**src/rtl/block_trial_pkg.sv**
```systemverilog
// Shared definitions for the block-scoped stack machine: instruction format,
// opcodes, error code and the built-in program image.
package block_trial_pkg;

    localparam int OPC_W  = 3;
    localparam int OPD_W  = 5;
    localparam int INSN_W = OPC_W + OPD_W;

    localparam logic [OPC_W-1:0] OP_NOP   = 3'd0;
    localparam logic [OPC_W-1:0] OP_PUSH  = 3'd1;
    localparam logic [OPC_W-1:0] OP_LOAD  = 3'd2;
    localparam logic [OPC_W-1:0] OP_ADD   = 3'd3;
    localparam logic [OPC_W-1:0] OP_ENTER = 3'd4;
    localparam logic [OPC_W-1:0] OP_EXIT  = 3'd5;
    localparam logic [OPC_W-1:0] OP_HALT  = 3'd6;
    localparam logic [OPC_W-1:0] OP_HALT2 = 3'd7;

    localparam logic [7:0] ERR_CODE = 8'hEE;

    typedef struct packed {
        logic [OPC_W-1:0] op;
        logic [OPD_W-1:0] k;
    } insn_t;

    // Entry n of the program lives in element n; element 15 is the MSB byte.
    typedef logic [15:0][INSN_W-1:0] rom_image_t;

    // { x=10; { y=20; x+y } } followed by HALT padding
    localparam rom_image_t BUILTIN_ROM = 128'hC0C0C0C0_C0C0C0A0_A0604140_34802A80;

endpackage

```
**src/rtl/block_trial_rom.sv**
```systemverilog
// 16x8 combinational program ROM, taken from a constant program image.
module block_trial_rom
    import block_trial_pkg::*;
#(
    parameter string      PROG_FILE  = "",
    parameter rom_image_t PROG_IMAGE = BUILTIN_ROM
) (
    input  logic [3:0]        i_addr,
    output logic [INSN_W-1:0] o_data
);

    assign o_data = PROG_IMAGE[i_addr];

endmodule

```
**src/rtl/block_trial_core.sv**
```systemverilog
// Scoped stack machine: executes one ROM instruction per cycle, keeps a value
// stack plus a stack of saved stack pointers, and latches the final result.
module block_trial_core
    import block_trial_pkg::*;
#(
    parameter int         STACK_DEPTH = 8,
    parameter int         SCOPE_DEPTH = 4,
    parameter string      PROG_FILE   = "",
    parameter rom_image_t PROG_IMAGE  = BUILTIN_ROM
) (
    input  logic       clk,
    input  logic       reset,
    output logic [7:0] returnValue,
    output logic       halted
);

    localparam int SPW = $clog2(STACK_DEPTH);
    localparam int SCW = $clog2(SCOPE_DEPTH);

    localparam logic [SPW:0]   SP_ZERO  = '0;
    localparam logic [SPW:0]   SP_ONE   = (SPW+1)'(1);
    localparam logic [SPW:0]   SP_TWO   = (SPW+1)'(2);
    localparam logic [SPW:0]   SP_FULL  = (SPW+1)'(STACK_DEPTH);
    localparam logic [SPW-1:0] IDX_ONE  = SPW'(1);
    localparam logic [SPW-1:0] IDX_TWO  = SPW'(2);
    localparam logic [SCW:0]   SC_ZERO  = '0;
    localparam logic [SCW:0]   SC_ONE   = (SCW+1)'(1);
    localparam logic [SCW:0]   SC_FULL  = (SCW+1)'(SCOPE_DEPTH);

    // Power-up values equal reset values so the block also runs with reset tied low.
    logic [3:0]   r_pc     = 4'd0;
    logic [SPW:0] r_sp     = '0;
    logic [SCW:0] r_ssp    = '0;
    logic [7:0]   r_ret    = 8'h00;
    logic         r_halted = 1'b0;
    logic [7:0]   r_stack [STACK_DEPTH];
    logic [SPW:0] r_scope [SCOPE_DEPTH];

    logic [INSN_W-1:0] w_rom_data;
    insn_t             w_insn;
    logic [SPW-1:0]    w_top_idx;
    logic [SPW-1:0]    w_second_idx;
    logic [7:0]        w_top;
    logic [7:0]        w_second;
    logic [SPW:0]      w_sp_m1;
    logic [SCW:0]      w_ssp_m1;
    logic [SPW:0]      w_saved;
    logic              w_err;
    logic              w_halt;
    logic [SPW:0]      w_nxt_sp;
    logic [SCW:0]      w_nxt_ssp;
    logic              w_wr_en;
    logic [SPW-1:0]    w_wr_idx;
    logic [7:0]        w_wr_data;
    logic              w_sc_wr_en;
    logic [7:0]        w_result;

    block_trial_rom #(
        .PROG_FILE (PROG_FILE),
        .PROG_IMAGE(PROG_IMAGE)
    ) u_rom (
        .i_addr(r_pc),
        .o_data(w_rom_data)
    );

    assign w_insn       = insn_t'(w_rom_data);
    assign w_top_idx    = r_sp[SPW-1:0] - IDX_ONE;
    assign w_second_idx = r_sp[SPW-1:0] - IDX_TWO;
    assign w_top        = r_stack[w_top_idx];
    assign w_second     = r_stack[w_second_idx];
    assign w_sp_m1      = r_sp - SP_ONE;
    assign w_ssp_m1     = r_ssp - SC_ONE;
    assign w_saved      = r_scope[w_ssp_m1[SCW-1:0]];

    // Decode and execute the current instruction, flagging every stack misuse.
    always_comb begin
        w_err      = 1'b0;
        w_halt     = 1'b0;
        w_nxt_sp   = r_sp;
        w_nxt_ssp  = r_ssp;
        w_wr_en    = 1'b0;
        w_wr_idx   = r_sp[SPW-1:0];
        w_wr_data  = 8'h00;
        w_sc_wr_en = 1'b0;
        w_result   = (r_sp == SP_ZERO) ? 8'h00 : w_top;
        case (w_insn.op)
            OP_NOP: begin
                w_err = 1'b0;
            end
            OP_PUSH: begin
                if (r_sp == SP_FULL) begin
                    w_err = 1'b1;
                end else begin
                    w_wr_en   = 1'b1;
                    w_wr_data = 8'(w_insn.k);
                    w_nxt_sp  = r_sp + SP_ONE;
                end
            end
            OP_LOAD: begin
                if ((r_sp == SP_FULL) || (32'(w_insn.k) >= 32'(r_sp))) begin
                    w_err = 1'b1;
                end else begin
                    w_wr_en   = 1'b1;
                    w_wr_data = r_stack[w_insn.k[SPW-1:0]];
                    w_nxt_sp  = r_sp + SP_ONE;
                end
            end
            OP_ADD: begin
                if (r_sp < SP_TWO) begin
                    w_err = 1'b1;
                end else begin
                    w_wr_en   = 1'b1;
                    w_wr_idx  = w_second_idx;
                    w_wr_data = w_second + w_top;
                    w_nxt_sp  = w_sp_m1;
                end
            end
            OP_ENTER: begin
                if (r_ssp == SC_FULL) begin
                    w_err = 1'b1;
                end else begin
                    w_sc_wr_en = 1'b1;
                    w_nxt_ssp  = r_ssp + SC_ONE;
                end
            end
            OP_EXIT: begin
                // The block's top value replaces everything it bound.
                if ((r_ssp == SC_ZERO) || (r_sp <= w_saved)) begin
                    w_err = 1'b1;
                end else begin
                    w_wr_en   = 1'b1;
                    w_wr_idx  = w_saved[SPW-1:0];
                    w_wr_data = w_top;
                    w_nxt_sp  = w_saved + SP_ONE;
                    w_nxt_ssp = w_ssp_m1;
                end
            end
            OP_HALT, OP_HALT2: begin
                w_halt = 1'b1;
            end
            default: begin
                w_halt = 1'b1;
            end
        endcase
    end

    // Control state: PC, stack pointers, result and the terminal halted flag.
    always_ff @(posedge clk) begin
        if (reset) begin
            r_pc     <= 4'd0;
            r_sp     <= SP_ZERO;
            r_ssp    <= SC_ZERO;
            r_ret    <= 8'h00;
            r_halted <= 1'b0;
        end else if (!r_halted) begin
            if (w_err) begin
                r_ret    <= ERR_CODE;
                r_halted <= 1'b1;
            end else if (w_halt) begin
                r_ret    <= w_result;
                r_halted <= 1'b1;
            end else begin
                r_pc  <= r_pc + 4'd1;
                r_sp  <= w_nxt_sp;
                r_ssp <= w_nxt_ssp;
            end
        end
    end

    // Value and scope stack storage; contents are don't-care after reset.
    always_ff @(posedge clk) begin
        if (!reset && !r_halted && !w_err) begin
            if (w_wr_en) begin
                r_stack[w_wr_idx] <= w_wr_data;
            end
            if (w_sc_wr_en) begin
                r_scope[r_ssp[SCW-1:0]] <= r_sp;
            end
        end
    end

    assign returnValue = r_ret;
    assign halted      = r_halted;

endmodule

```
**config.mk**
```make
export PLATFORM = sky130hd
export DESIGN_NAME = block_trial_core
export DESIGN_NICKNAME = d
export VERILOG_FILES = /design/src/rtl/block_trial_pkg.sv /design/src/rtl/block_trial_rom.sv /design/src/rtl/block_trial_core.sv
export SDC_FILE = /design/constraint.sdc
export NUM_CORES = 1
export LEC_CHECK = 0
export BUFFER_PORTS_ARGS = -buffer_cell sky130_fd_sc_hd__buf_2
export CORE_MARGIN = 5
export CORE_UTILIZATION = 30
export CTS_BUF_LIST = sky130_fd_sc_hd__clkbuf_4 sky130_fd_sc_hd__clkbuf_8 sky130_fd_sc_hd__clkbuf_16
export CTS_CLUSTER_SIZE = 40
export DETAILED_ROUTE_END_ITERATION = 6
export HOLD_SLACK_MARGIN = 0.08
export SYNTH_ARGS = -nofsm -noshare
export SYNTH_HDL_FRONTEND = slang
export SYNTH_HIERARCHICAL = 1
export SYNTH_SLANG_ARGS = --single-unit
```
**constraint.sdc**
```tcl
create_clock -name clk -period 5.15 [get_ports clk]
set_clock_uncertainty 0.1 [all_clocks]
set_input_delay 1.03 -clock clk [delete_from_list [all_inputs] [get_ports clk]]
set_output_delay 1.03 -clock clk [all_outputs]
set_load 0.01 [all_outputs]
```
# Word-level counts from Yosys, hierarchy flattened
# Memories as Yosys holds them, arrays and structs flattened. A register that Yosys moved wholly into a read port is not among the register bits.
# Index checks and enable logic that the tools add are counted.
[op_classes]
add_sub_neg = 9
n_lt_le_gt_ge = 4
n_eq_ne = 14
muxes = 45
n_bitwise = 3
reduce_logical = 17
[op_table]
columns = ["operator", "count"]
rows = [
  ["8-bit 2-to-1 mux", 7],
  ["8-bit one-hot mux with 4 select lines", 1],
  ["4-bit 2-to-1 mux", 6],
  ["1-bit 2-to-1 mux", 21],
  ["4-bit one-hot mux with 4 select lines", 1],
  ["3-bit == test (second input constant)", 5],
  ["4-bit by 1-bit adder with 4-bit output (second input constant)", 3],
  ["3-bit 2-to-1 mux", 4],
  ["3-bit one-hot mux with 2 select lines", 2],
  ["2-bit != test (second input constant)", 5],
  ["8-bit adder", 1],
  ["8-bit AND reduction", 1],
  ["3-bit by 2-bit == test with 1-bit output (second input constant)", 2],
  ["6-bit AND reduction", 1],
  ["3-bit by 1-bit subtractor with 3-bit output (second input constant)", 2],
  ["5-bit by 4-bit greater-or-equal comparator with 1-bit output", 1],
  ["4-bit by 5-bit less-than comparator with 1-bit output (second input constant)", 1],
  ["5-bit 2-to-1 mux", 1],
  ["1-bit one-hot mux with 5 select lines", 1],
  ["4-bit == test (second input constant)", 1],
  ["4-bit less-or-equal comparator", 1],
  ["4-bit logical NOT", 1],
  ["4-bit by 2-bit less-than comparator with 1-bit output (second input constant)", 1],
  ["1-bit one-hot mux with 4 select lines", 1],
  ["other kinds (14)", 21],
]
[word_totals]
reg_bits = 20
ramBits = 80
romBits = 128
input_bits = 2
out_inout_bits = 9
word_cells = 100
memories = 3
[memory_table]
columns = ["name", "depth", "word_bits", "read_ports", "rd_ports_with_merged_regs", "wr", "line", "text"]
rows = [
  ["(no name shown)", 16, 8, 1, 1, 0, "block_trial_rom.sv:12", "assign o_data = PROG_IMAGE[i_addr];"],
  ["r_stack", 8, 8, 3, 0, 1, "block_trial_core.sv:36", "logic [7:0] r_stack [STACK_DEPTH];"],
  ["r_scope", 4, 4, 1, 0, 1, "block_trial_core.sv:37", "logic [SPW:0] r_scope [SCOPE_DEPTH];"],
]

# Depth between registers and ports, before layout
# Gate-level depths: netlist of the first run.
[logic_depth]
depth_word = 10
depth_mapped = 17
depth_no_buf = 13

# Modules after synthesis
# The synthesis of the first run kept the hierarchy.
[modules_own_cells]
columns = ["mod", "instances", "cells_each", "area_each_um2", "seq_area_each_um2"]
rows = [
  ["block_trial_core", 1, 448, 6035.8, 2802.7],
  ["block_trial_rom", 1, 16, 110.1, 0.0],
]

# Worst setup path before layout of the first run
# No wires, ideal clock.
[synth_path]
path_kind = "reg-to-reg"
from = "register r_sp[0]"
to = "memory r_stack[0][7], data pin"
setup_time_ns = 0.284
arrival_time_ns = 4.241
required_time_ns = 4.766
setup_slack_ns = 0.525
path_stages_with_launch = 17
period_less_slack_ns = 4.625
path_cell_list = "dfxtp_1 -> buf_2 -> buf_2 -> inv_1 -> ha_1 -> clkbuf_1 -> clkbuf_1 -> mux4_2 -> mux2i_1 -> inv_1 -> ha_1 -> a21o_1 -> a211oi_1 -> nor2_1 -> o41ai_1 -> xnor2_1 -> a221o_1"
[synth_between]
elab_chain_len = 5
word_cells_on_any_way = 14
[synth_lines]
columns = ["item", "line", "text"]
rows = [
  ["start, declared", "block_trial_core.sv:32", "logic [SPW:0] r_sp = '0;"],
  ["start signal, assigned", "block_trial_core.sv:164", "r_sp <= w_nxt_sp;"],
  ["3-bit by 2-bit subtractor with 3-bit output / 3-bit by 1-bit subtractor with 3-bit output (equally long branches)", "block_trial_core.sv:68, block_trial_core.sv:67", ""],
  ["memory 8 x 8 bit", "--", ""],
  ["8-bit adder", "block_trial_core.sv:114", "w_wr_data = w_second + w_top;"],
  ["8-bit 2-to-1 mux", "block_trial_core.sv:109", "if (r_sp < SP_TWO) begin"],
  ["8-bit one-hot mux with 4 select lines (*)", "block_trial_core.sv:86", "case (w_insn.op)"],
  ["named net w_wr_data[7]", "block_trial_core.sv:54", "logic [7:0] w_wr_data;"],
  ["end, declared", "block_trial_core.sv:36", ""],
]
# Mark *: on every way through the listed nets, which the timed path passes. The rest lies on a longest branch.

# Worst setup path in the final report of the first run
[layout_path]
from = "register r_ssp[0]"
to = "memory r_stack[3][3], enable pin"
[layout_between]
elab_chain_len = 10
word_cells_on_any_way = 18
[layout_lines]
columns = ["item", "line", "text"]
rows = [
  ["start, declared", "block_trial_core.sv:33", "logic [SCW:0] r_ssp = '0;"],
  ["start signal, assigned", "block_trial_core.sv:165", "r_ssp <= w_nxt_ssp;"],
  ["3-bit by 1-bit subtractor with 3-bit output", "block_trial_core.sv:72", "assign w_ssp_m1 = r_ssp - SC_ONE;"],
  ["memory 4 x 4 bit", "--", ""],
  ["4-bit less-or-equal comparator", "block_trial_core.sv:128", "if ((r_ssp == SC_ZERO) || (r_sp <= w_saved)) begin"],
  ["1-bit logical OR", "block_trial_core.sv:128", ""],
  ["1-bit 2-to-1 mux", "block_trial_core.sv:128", ""],
  ["1-bit one-hot mux with 5 select lines", "block_trial_core.sv:86", ""],
  ["1-bit logical NOT", "block_trial_core.sv:172", "if (!reset && !r_halted && !w_err) begin"],
  ["1-bit logical AND", "block_trial_core.sv:172", ""],
  ["1-bit 2-to-1 mux", "block_trial_core.sv:172", ""],
  ["1-bit 2-to-1 mux (implied by the code)", "block_trial_core.sv:174", "r_stack[w_wr_idx] <= w_wr_data;"],
]
# Parallel ways exist; a longest one is shown, timed or not.

==> results by group, run 1 <==
Timing
  • RSZ-0062 raised after global routing: false
  • Worst setup margin: 0.616 ns
  • Slew headroom: 39.2%
  • Final Critical Period: 4.53 ns
  • Measured slew at the worst slew-check pin: 0.903 ns
  • Max-slew violations: 0
  • Final TNS setup: 0 ns
  • Final Hold Vio Count: 0
  • Final Cycle Share: 88.0%
  • # setup viols final: 0
  • Fmax: 221 MHz

Synth
  • Post-synthesis adder-cell area fraction: 5.42%
  • Portion of netlist area occupied by mux cells: 23.6%
  • EDFF count, synth: 80
  • Simple logic cell fraction of the synthesized area: 9.91%
  • Cell Area, Synth: 0.00615 sq mm
  • Dominant cells by area after synthesis: edfxtp_1, mux4_2, dfxtp_1, ha_1, mux2_2
  • Mapped Cells: 464
  • Yosys cell types: 63
  • Register bit total from synthesis: 100
  • Synth top area share: 39.1%
  • Leading area contributor after synthesis: edfxtp_1
  • Post-Synth XOR/XNOR Area: 1.28%
  • Synth async-reset ratio: 0%
  • Synthesized Nets: 492
  • Sequential-to-total area share from yosys stat: 45.6%
  • Avg Inst Size Synth: 13.2 sq um
  • Post-synthesis compound-gate area fraction: 11.0%
  • Post-synth top flop: edfxtp_1
  • Synthesis warning total: 6
  • Main combinational cell family by area after synthesis: multiplexers

Finish
  • Commonest non-fill, non-tap cell in the layout: edfxtp_1
  • Layout cells sized above 1: 24.3%
  • Layout net count: 492
  • Fillcell total: 1965
  • Number of antenna repair diodes: 0
  • Most frequent cells in the layout: edfxtp_1, mux4_2, a21oi_1
  • Syn-to-layout area delta: 10.3%
  • Design Area, Final: 0.00678 sq mm

CTS
  • CTS Buffer Depth: 2
  • Hold-fix buffers, CTS: 0
  • Clock transition at path regs: 0.07 ns
  • CTS Buf Count: 9
  • CTS root buf: clkbuf_16
  • Post-cts resize count: 0
  • CTS tree: done
  • Clock Latency Late Sink: 0.34 ns
  • Setup Buffers After CTS: 0
  • Clk sinks: 100
  • H-tree depth: 3

Pwr
  • Max VDD drop: 0.176 mV
  • Internal power: 0.00195 W
  • Sw Pwr: 0.00121 W
  • Comb power frac: 47.8%
  • Clock share of power: 20.0%
  • Leakage Power: 2.25 nW
  • Seq pwr share: 32.1%
  • Power Density: 465 mW/mm^2
  • Sw frac: 38.2%

GRT
  • Largest net degree at the start of global routing: 43
  • Initial antenna violation count: 0
  • Gr usage total: 12.8%
  • Global-route wire length before repair: 23900 microns
  • Vias in the first global route: 4313
  • GR Overflow Total: 0

Floorplanning
  • Num ports: 11
  • Row count: 52
  • Starting Density: 30.4%
  • Core area: 0.0202 sq mm
  • DIE AREA: 0.0234 sq mm
  • Die X: 153 microns
  • Vert. Die Dim: 153 microns

Routing
  • WL/cell: 20.0 microns
  • First-pass iteration count of the detailed router: 4
  • Final ANT Viol Nets: 0
  • Remaining DRCs: 0
  • Via Count: 4179
  • Initial DRC count: 296
  • Routed WL: 14800 microns
  • Vias/cell: 5.65

Critical path
  • Setup crit end kind: flip-flop
  • Crit-path max FO: 17
  • Critical Path RT: 5.02 ns
  • Crit path launch type: flip-flop
  • WS Path Type: reg2reg
  • Worst EP arrival: 4.41 ns

Placed design
  • Final GP Congestion: 0.828
  • Pre-CTS setup slack: 0.682 ns
  • DP HPWL: 9990 microns
  • IO Port Bufs: 10
  • Area after DPL: 0.00650 sq mm

Status
  • Outcome: finished, final reports clean

Worst hold path
  • Hold WC Path Type: reg2reg

Flow run
  • Max-cap viol count: 0
path summary, 6_finish.rpt:
kind | from | to | slack (ns) | cells after the start
max | r_ssp[0] | r_stack[3][3] | 0.62 | 10
min | returnValue[0] | returnValue[0] | 0.39 | 2
max reg2reg | r_ssp[0] | r_stack[3][3] | 0.62 | 10
min reg2reg | returnValue[0] | returnValue[0] | 0.39 | 2
worst max-delay path: stages (launching register included):
cell,delay [ns]
dfxtp_1,0.59
inv_1,0.19
ha_1,0.48
mux4_2,0.41
ha_1,0.21
nand2b_1,0.14
a21oi_1,0.31
a41o_1,0.39
nand4b_4,0.30
a211oi_1,0.40
and3b_1,0.63
cells in the mapped netlist (8+ instances only):
library cell and n:
nand3_1 11, nand2_1 14, nor3_1 9, nor2_1 16, a21oi_1 32, mux2_2 15, dfxtp_1 20, clkbuf_1 16
mux4_2 52, o21ai_0 22, inv_1 17, buf_2 8, mux2i_1 11, ha_1 25, edfxtp_1 80
state kept, by name (all words and copies together) (netlist names):
signal	cells
r_sp	4
halted	1
r_scope	16
returnValue	8
r_pc	4
r_ssp	3
r_stack	64
layer usage:
metal | track usage [%] | up-vias | wire length (microns)
li1 | - | 1871 | -
met1 | 16.8 | 2103 | 6380
met2 | 20.8 | 182 | 7180
met3 | 2.57 | 23 | 928
met4 | 5.01 | 0 | 301
met5 | 0 | - | 0
cell families (layout without fill, tap and decap cells):
kind of cell / count (synthesis) / count (layout)
AO/OA/AOI/OAI: 102 / 102
XOR/XNOR: 9 / 9
adder cells (fa/ha/maj): 26 / 26
buffers and inverters: 47 / 52
flip-flops: 100 / 100
multiplexers: 78 / 78
AND/OR/NAND/NOR: 102 / 102
through the flow:
stage	instances	total power (W)	hold WS, ns	utilization [%]
2_1_floorplan	464	0.00219	0.364	-
6_report	739	0.00315	0.386	33.5
3_5_place_dp	723	0.00253	0.373	32.1
4_1_cts	739	0.00317	0.390	33.5
3_3_place_gp	723	0.00250	0.364	32.1
5_1_grt	739	0.00338	0.428	33.5
power groups by stage:
stage / combinational (W) / sequential, W / clock, W
2_1_floorplan: 0.00117 / 0.00102 / 0
4_1_cts: 0.00151 / 0.00101 / 0.000646
5_1_grt: 0.00167 / 0.00102 / 0.000688
6_report: 0.00151 / 0.00101 / 0.000632
3_5_place_dp: 0.00150 / 0.00103 / 0
3_3_place_gp: 0.00147 / 0.00102 / 0
layout make-up:
type	instances	area [sq um]	share of cell area, %
inverters	17	63.8	0.942
clock inverters	5	37.5	0.554
clock buffers	11	240	3.55
well taps	270	338	4.99
flip-flops and latches	100	2800	41.4
multi-input cells	317	3180	46.9
repair buffers	19	118	1.74
Power figures use the tool's default switching activity.
==> run 2, diff against run 1 <==
- RECOVER_POWER: default -> 25
- SKIP_CTS_REPAIR_TIMING: default -> 1
==> results by group, run 2 (synthesis results as in run 1) <==
Placed design
  • DP HPWL: 9990 microns (unchanged)
  • IO Port Bufs: 10 (unchanged)
  • Final GP Congestion: 0.828 (unchanged)

GRT
  • Global-route wire length before repair: 23900 microns (unchanged)
  • Initial antenna violation count: 0 (unchanged)
  • Largest net degree at the start of global routing: 43 (unchanged)
  • Gr usage total: 12.8% (unchanged)
  • GR Overflow Total: 0 (unchanged)
  • Vias in the first global route: 4313 (unchanged)

Timing
  • Hold WS: 0.391 ns (was 0.386 ns)
  • Fmax: 220 MHz (was 221 MHz)
  • Final TNS setup: 0 ns (unchanged)
  • Final Critical Period: 4.54 ns (was 4.53 ns)
  • Max-slew violations: 27 (was 0)
  • Final Cycle Share: 88.1% (was 88.0%)
  • RSZ-0062 raised after global routing: false (unchanged)
  • # setup viols final: 0 (unchanged)
  • Final Hold Vio Count: 0 (unchanged)
  • Measured slew at the worst slew-check pin: 1.65 ns (was 0.903 ns)
  • Slew headroom: -9.89% (was 39.2%)

Floorplanning
  • Row count: 52 (unchanged)
  • DIE AREA: 0.0234 sq mm (unchanged)
  • Starting Density: 30.4% (unchanged)
  • Core area: 0.0202 sq mm (unchanged)
  • Num ports: 11 (unchanged)
  • Vert. Die Dim: 153 microns (unchanged)
  • Die X: 153 microns (unchanged)

Status
  • Failing checks: max-capacitance violations, max-slew violations
  • Outcome: finished, violations left (was finished, final reports clean)

Finish
  • Commonest non-fill, non-tap cell in the layout: edfxtp_1 (unchanged)
  • Syn-to-layout area delta: 9.93% (was 10.3%)
  • Layout cells sized above 1: 21.7% (was 24.3%)
  • Most frequent cells in the layout: edfxtp_1, mux4_2, a21oi_1 (unchanged)
  • Fin util: 33.4% (was 33.5%)
  • Largest register FFs: 64 (unchanged)
  • Number of antenna repair diodes: 0 (unchanged)
  • Layout net count: 492 (unchanged)
  • Reg with most FFs: r_stack (unchanged)

Worst hold path
  • Hold WC Path Type: reg2reg (unchanged)
  • HP Start: returnValue[0] (unchanged)

Routing
  • First-pass iteration count of the detailed router: 5 (was 4)
  • Initial DRC count: 299 (was 296)
  • Remaining DRCs: 0 (unchanged)
  • Routed WL: 14800 microns (about the same)
  • Vias/cell: 5.61 (was 5.65)
  • Final ANT Viol Nets: 0 (unchanged)
  • WL/cell: 20.0 microns (about the same)
  • Via Count: 4146 (was 4179)

CTS
  • Clock Latency Late Sink: 0.34 ns (about the same)
  • H-tree depth: 3 (unchanged)
  • CTS tree: done (unchanged)
  • Clk sinks: 100 (unchanged)
  • Clock transition at path regs: 0.07 ns (about the same)
  • CTS Buf Count: 9 (unchanged)
  • CTS root buf: clkbuf_16 (unchanged)
  • CTS Buffer Depth: 2 (unchanged)

Critical path
  • Crit-path max FO: 17 (unchanged)
  • Setup crit end kind: flip-flop (unchanged)
  • Worst Setup SP: r_ssp[0] (unchanged)
  • Worst EP arrival: 4.41 ns (about the same)
  • Crit path launch type: flip-flop (unchanged)
  • Critical Path RT: 5.02 ns (about the same)
  • WS Path Type: reg2reg (unchanged)
  • Reg2reg start: r_ssp[0] (unchanged)

Pwr
  • Leakage Power: 2.20 nW (was 2.25 nW)
  • Tot Pwr: 0.00315 W (about the same)
  • Power Density: 466 mW/mm^2 (was 465 mW/mm^2)
  • Max VDD drop: 0.176 mV (about the same)

Flow run
  • Max-cap viol count: 1 (was 0)
[run 2: critical path, stage by stage (launching register included)]
cell and delay [ns]:
dfxtp_1 0.59, inv_1 0.19, ha_1 0.47, mux4_2 0.41
ha_1 0.21, nand2b_1 0.14, a21oi_1 0.31, a41o_1 0.39
nand4b_4 0.30, a211oi_1 0.41, and3_1 0.63
[run 2: final cells by class]
type / count / area (sq um)
Tap cell: 270 / 338
Sequential cell: 100 / 2800
Inverter: 17 / 63.8
Clock buffer: 11 / 240
Timing Repair Buffer: 19 / 98.8
Fill cell: 1967 / 13500
Multi-Input combinational cell: 317 / 3180
Clock inverter: 5 / 37.5
[run 2: worst paths after layout]
check                           slack (ns)             end  cells past startpoint
worst max-delay path                  0.61   r_stack[7][3]                     10
worst min register to register        0.39  returnValue[0]                      2
worst max register to register        0.61   r_stack[7][3]                     10
worst min-delay path                  0.39  returnValue[0]                      2
[run 2: stage by stage]
step           area, sq um  std cells  setup slack [ns]
2_1_floorplan         6150        464             0.525
3_3_place_gp          6500        723             0.688
3_5_place_dp          6500        723             0.682
4_1_cts               6780        739             0.645
5_1_grt               6760        739             0.286
6_report              6760        739             0.611
[run 2: where the power goes]
part           switching (W)  leakage (nW)  internal (W)
clock network       0.000293         0.133      0.000340
logic               0.000847          1.12      0.000656
registers          0.0000656         0.953      0.000948
total                0.00121          2.20       0.00194
[run 2: metal layers]
metal,vias to the layer above,part of all wire [%],wire [microns],GRT usage [%]
li1,1870,-,-,-
met1,2076,43,6330,16.8
met2,174,48,7140,20.8
met3,26,6.7,995,2.57
met4,0,2.3,344,5.01
met5,-,0,0,0
==> run 3, diff against run 2 <==
- CORE_UTILIZATION: 30 -> 42
==> results by group, run 3 (synthesis results as in run 1) <==
Status
  • Outcome: finished, violations left (unchanged)
  • Failing checks: max-capacitance violations, max-slew violations (unchanged)

Floorplanning
  • Num ports: 11 (unchanged)
  • Core area: 0.0144 sq mm (was 0.0202 sq mm)
  • DIE AREA: 0.0172 sq mm (was 0.0234 sq mm)
  • Row count: 44 (was 52)
  • Die X: 131 microns (was 153 microns)
  • Vert. Die Dim: 131 microns (was 153 microns)
  • Starting Density: 42.6% (was 30.4%)

Pwr
  • Sw Pwr: 0.00125 W (was 0.00121 W)
  • Max VDD drop: 0.182 mV (was 0.176 mV)
  • Comb power frac: 47.6% (was 47.7%)
  • Clock share of power: 20.8% (was 20.1%)
  • Sw frac: 39.1% (was 38.3%)
  • Leakage Power: 2.21 nW (was 2.20 nW)
  • Tot Pwr: 0.00319 W (was 0.00315 W)
  • Internal power: 0.00195 W (was 0.00194 W)
  • Seq pwr share: 31.6% (was 32.2%)
  • Power Density: 479 mW/mm^2 (was 466 mW/mm^2)

Finish
  • Commonest non-fill, non-tap cell in the layout: edfxtp_1 (unchanged)
  • Number of antenna repair diodes: 0 (unchanged)
  • Design Area, Final: 0.00667 sq mm (was 0.00676 sq mm)
  • Most frequent cells in the layout: edfxtp_1, mux4_2, a21oi_1 (unchanged)
  • Reg with most FFs: r_stack (unchanged)
  • Layout cells sized above 1: 21.9% (was 21.7%)
  • Largest register FFs: 64 (unchanged)
  • Syn-to-layout area delta: 8.53% (was 9.93%)
  • Layout net count: 493 (was 492)

Critical path
  • Worst EP arrival: 4.39 ns (was 4.41 ns)
  • WS Path Type: reg2reg (unchanged)
  • Critical Path RT: 5.04 ns (was 5.02 ns)
  • Worst Setup SP: r_ssp[0] (unchanged)
  • End point of the critical path: r_stack[3][1] (was r_stack[7][3])
  • Crit-path max FO: 17 (unchanged)
  • Flop2flop setup slack: 0.65 ns (was 0.61 ns)
  • Worst reg2reg path depth: 10 (unchanged)
  • Reg2reg start: r_ssp[0] (unchanged)
  • Setup crit end kind: flip-flop (unchanged)
  • Worst reg2reg path endpoint: r_stack[3][1] (was r_stack[7][3])
  • Crit path launch type: flip-flop (unchanged)

Timing
  • Final Hold Vio Count: 0 (unchanged)
  • # setup viols final: 0 (unchanged)
  • Hold WS: 0.394 ns (was 0.391 ns)
  • Fmax: 222 MHz (was 220 MHz)
  • Slew headroom: -7.43% (was -9.89%)
  • RSZ-0062 raised after global routing: false (unchanged)
  • Final TNS setup: 0 ns (unchanged)
  • Worst setup margin: 0.646 ns (was 0.611 ns)
  • Final Cycle Share: 87.5% (was 88.1%)
  • Measured slew at the worst slew-check pin: 1.61 ns (was 1.65 ns)
  • Max-slew violations: 27 (unchanged)
  • Final Critical Period: 4.50 ns (was 4.54 ns)

Routing
  • Final ANT Viol Nets: 0 (unchanged)
  • Initial DRC count: 417 (was 299)
  • Routed WL: 14700 microns (was 14800 microns)
  • Remaining DRCs: 0 (unchanged)
  • Via Count: 4092 (was 4146)
  • First-pass iteration count of the detailed router: 5 (unchanged)
  • Vias/cell: 6.26 (was 5.61)
  • WL/cell: 22.4 microns (was 20.0 microns)

Placed design
  • Area after DPL: 0.00640 sq mm (was 0.00650 sq mm)
  • DP HPWL: 10200 microns (was 9990 microns)
  • IO Port Bufs: 10 (unchanged)
  • Final GP Congestion: 0.860 (was 0.828)
  • Pre-CTS setup slack: 0.647 ns (was 0.682 ns)

CTS
  • CTS Buffer Depth: 2 (unchanged)
  • CTS tree: done (unchanged)
  • CTS Buf Count: 9 (unchanged)
  • Clock transition at path regs: 0.07 ns (about the same)
  • H-tree depth: 3 (unchanged)
  • Clk sinks: 100 (unchanged)
  • CTS root buf: clkbuf_16 (unchanged)
  • Clock Latency Late Sink: 0.35 ns (was 0.34 ns)

GRT
  • Vias in the first global route: 4078 (was 4313)
  • Largest net degree at the start of global routing: 43 (unchanged)
  • Gr usage total: 18.0% (was 12.8%)
  • Global-route wire length before repair: 23300 microns (was 23900 microns)
  • GR Overflow Total: 0 (unchanged)
  • Initial antenna violation count: 0 (unchanged)

Worst hold path
  • Hold WC Path Type: reg2reg (unchanged)

Flow run
  • Max-cap viol count: 1 (unchanged)
==> run 3: changes by cell type in the layout (fill, tap and decap cells not counted) <==
| cell | previous run | this run |
|---|---|---|
| clkinv_8 | 0 | 1 |
| inv_8 | 0 | 1 |
| inv_6 | 1 | 2 |
| clkinvlp_4 | 2 | 1 |
| buf_4 | 7 | 8 |
| clkbuf_4 | 2 | 0 |
==> run 3: cell type report <==
class	count	area, sq um
fillers	1271	7750
well taps	184	230
inverters	17	63.8
repair buffers	20	106
clock inverters	7	66.3
multi-input cells	317	3180
clock buffers	9	225
flip-flops and latches	100	2800
==> run 3: power groups by stage <==
stage | logic [W] | registers (W) | clock network (W)
floorplan | 0.00117 | 0.00102 | 0
global placement | 0.00150 | 0.00102 | 0
detailed placement | 0.00152 | 0.00103 | 0
CTS | 0.00153 | 0.00101 | 0.000679
global route | 0.00168 | 0.00102 | 0.000709
finish | 0.00152 | 0.00101 | 0.000664
==> run 3: how the worst min path moves through the flow <==
| stage | from | slack, ns | cells after the start | end |
|---|---|---|---|---|
| floorplan | r_pc[2] | 0.36 | 2 | r_pc[2] |
| global placement | returnValue[4] | 0.37 | 2 | returnValue[4] |
| detailed placement | returnValue[0] | 0.38 | 2 | returnValue[0] |
| CTS | returnValue[0] | 0.40 | 2 | returnValue[0] |
| global route | returnValue[4] | 0.43 | 2 | returnValue[4] |
| finish | returnValue[0] | 0.39 | 2 | returnValue[0] |
==> run 3: layer usage <==
layer | up-vias | routed length [microns] | GRT usage, %
li1 | 1881 | - | -
met1 | 2059 | 6820 | 26.5
met2 | 135 | 6620 | 27.4
met3 | 17 | 990 | 3.01
met4 | 0 | 249 | 5.63
met5 | - | 0 | 0
==> run 3: per-stage QoR <==
stage | util (%) | cells
final | 46.2 | 654
after global routing | 46.2 | 654
after CTS | 46.4 | 654
after detailed placement | 44.4 | 638
after global placement | 44.4 | 638
after floorplan | - | 464
==> run 3: critical path: stages (launching register included) <==
cell,delay [ns]
dfxtp_1,0.57
inv_1,0.17
ha_1,0.46
mux4_2,0.40
ha_1,0.21
nand2b_1,0.14
a21oi_1,0.33
a41o_1,0.42
nand4b_4,0.31
a211oi_1,0.50
and3b_1,0.54
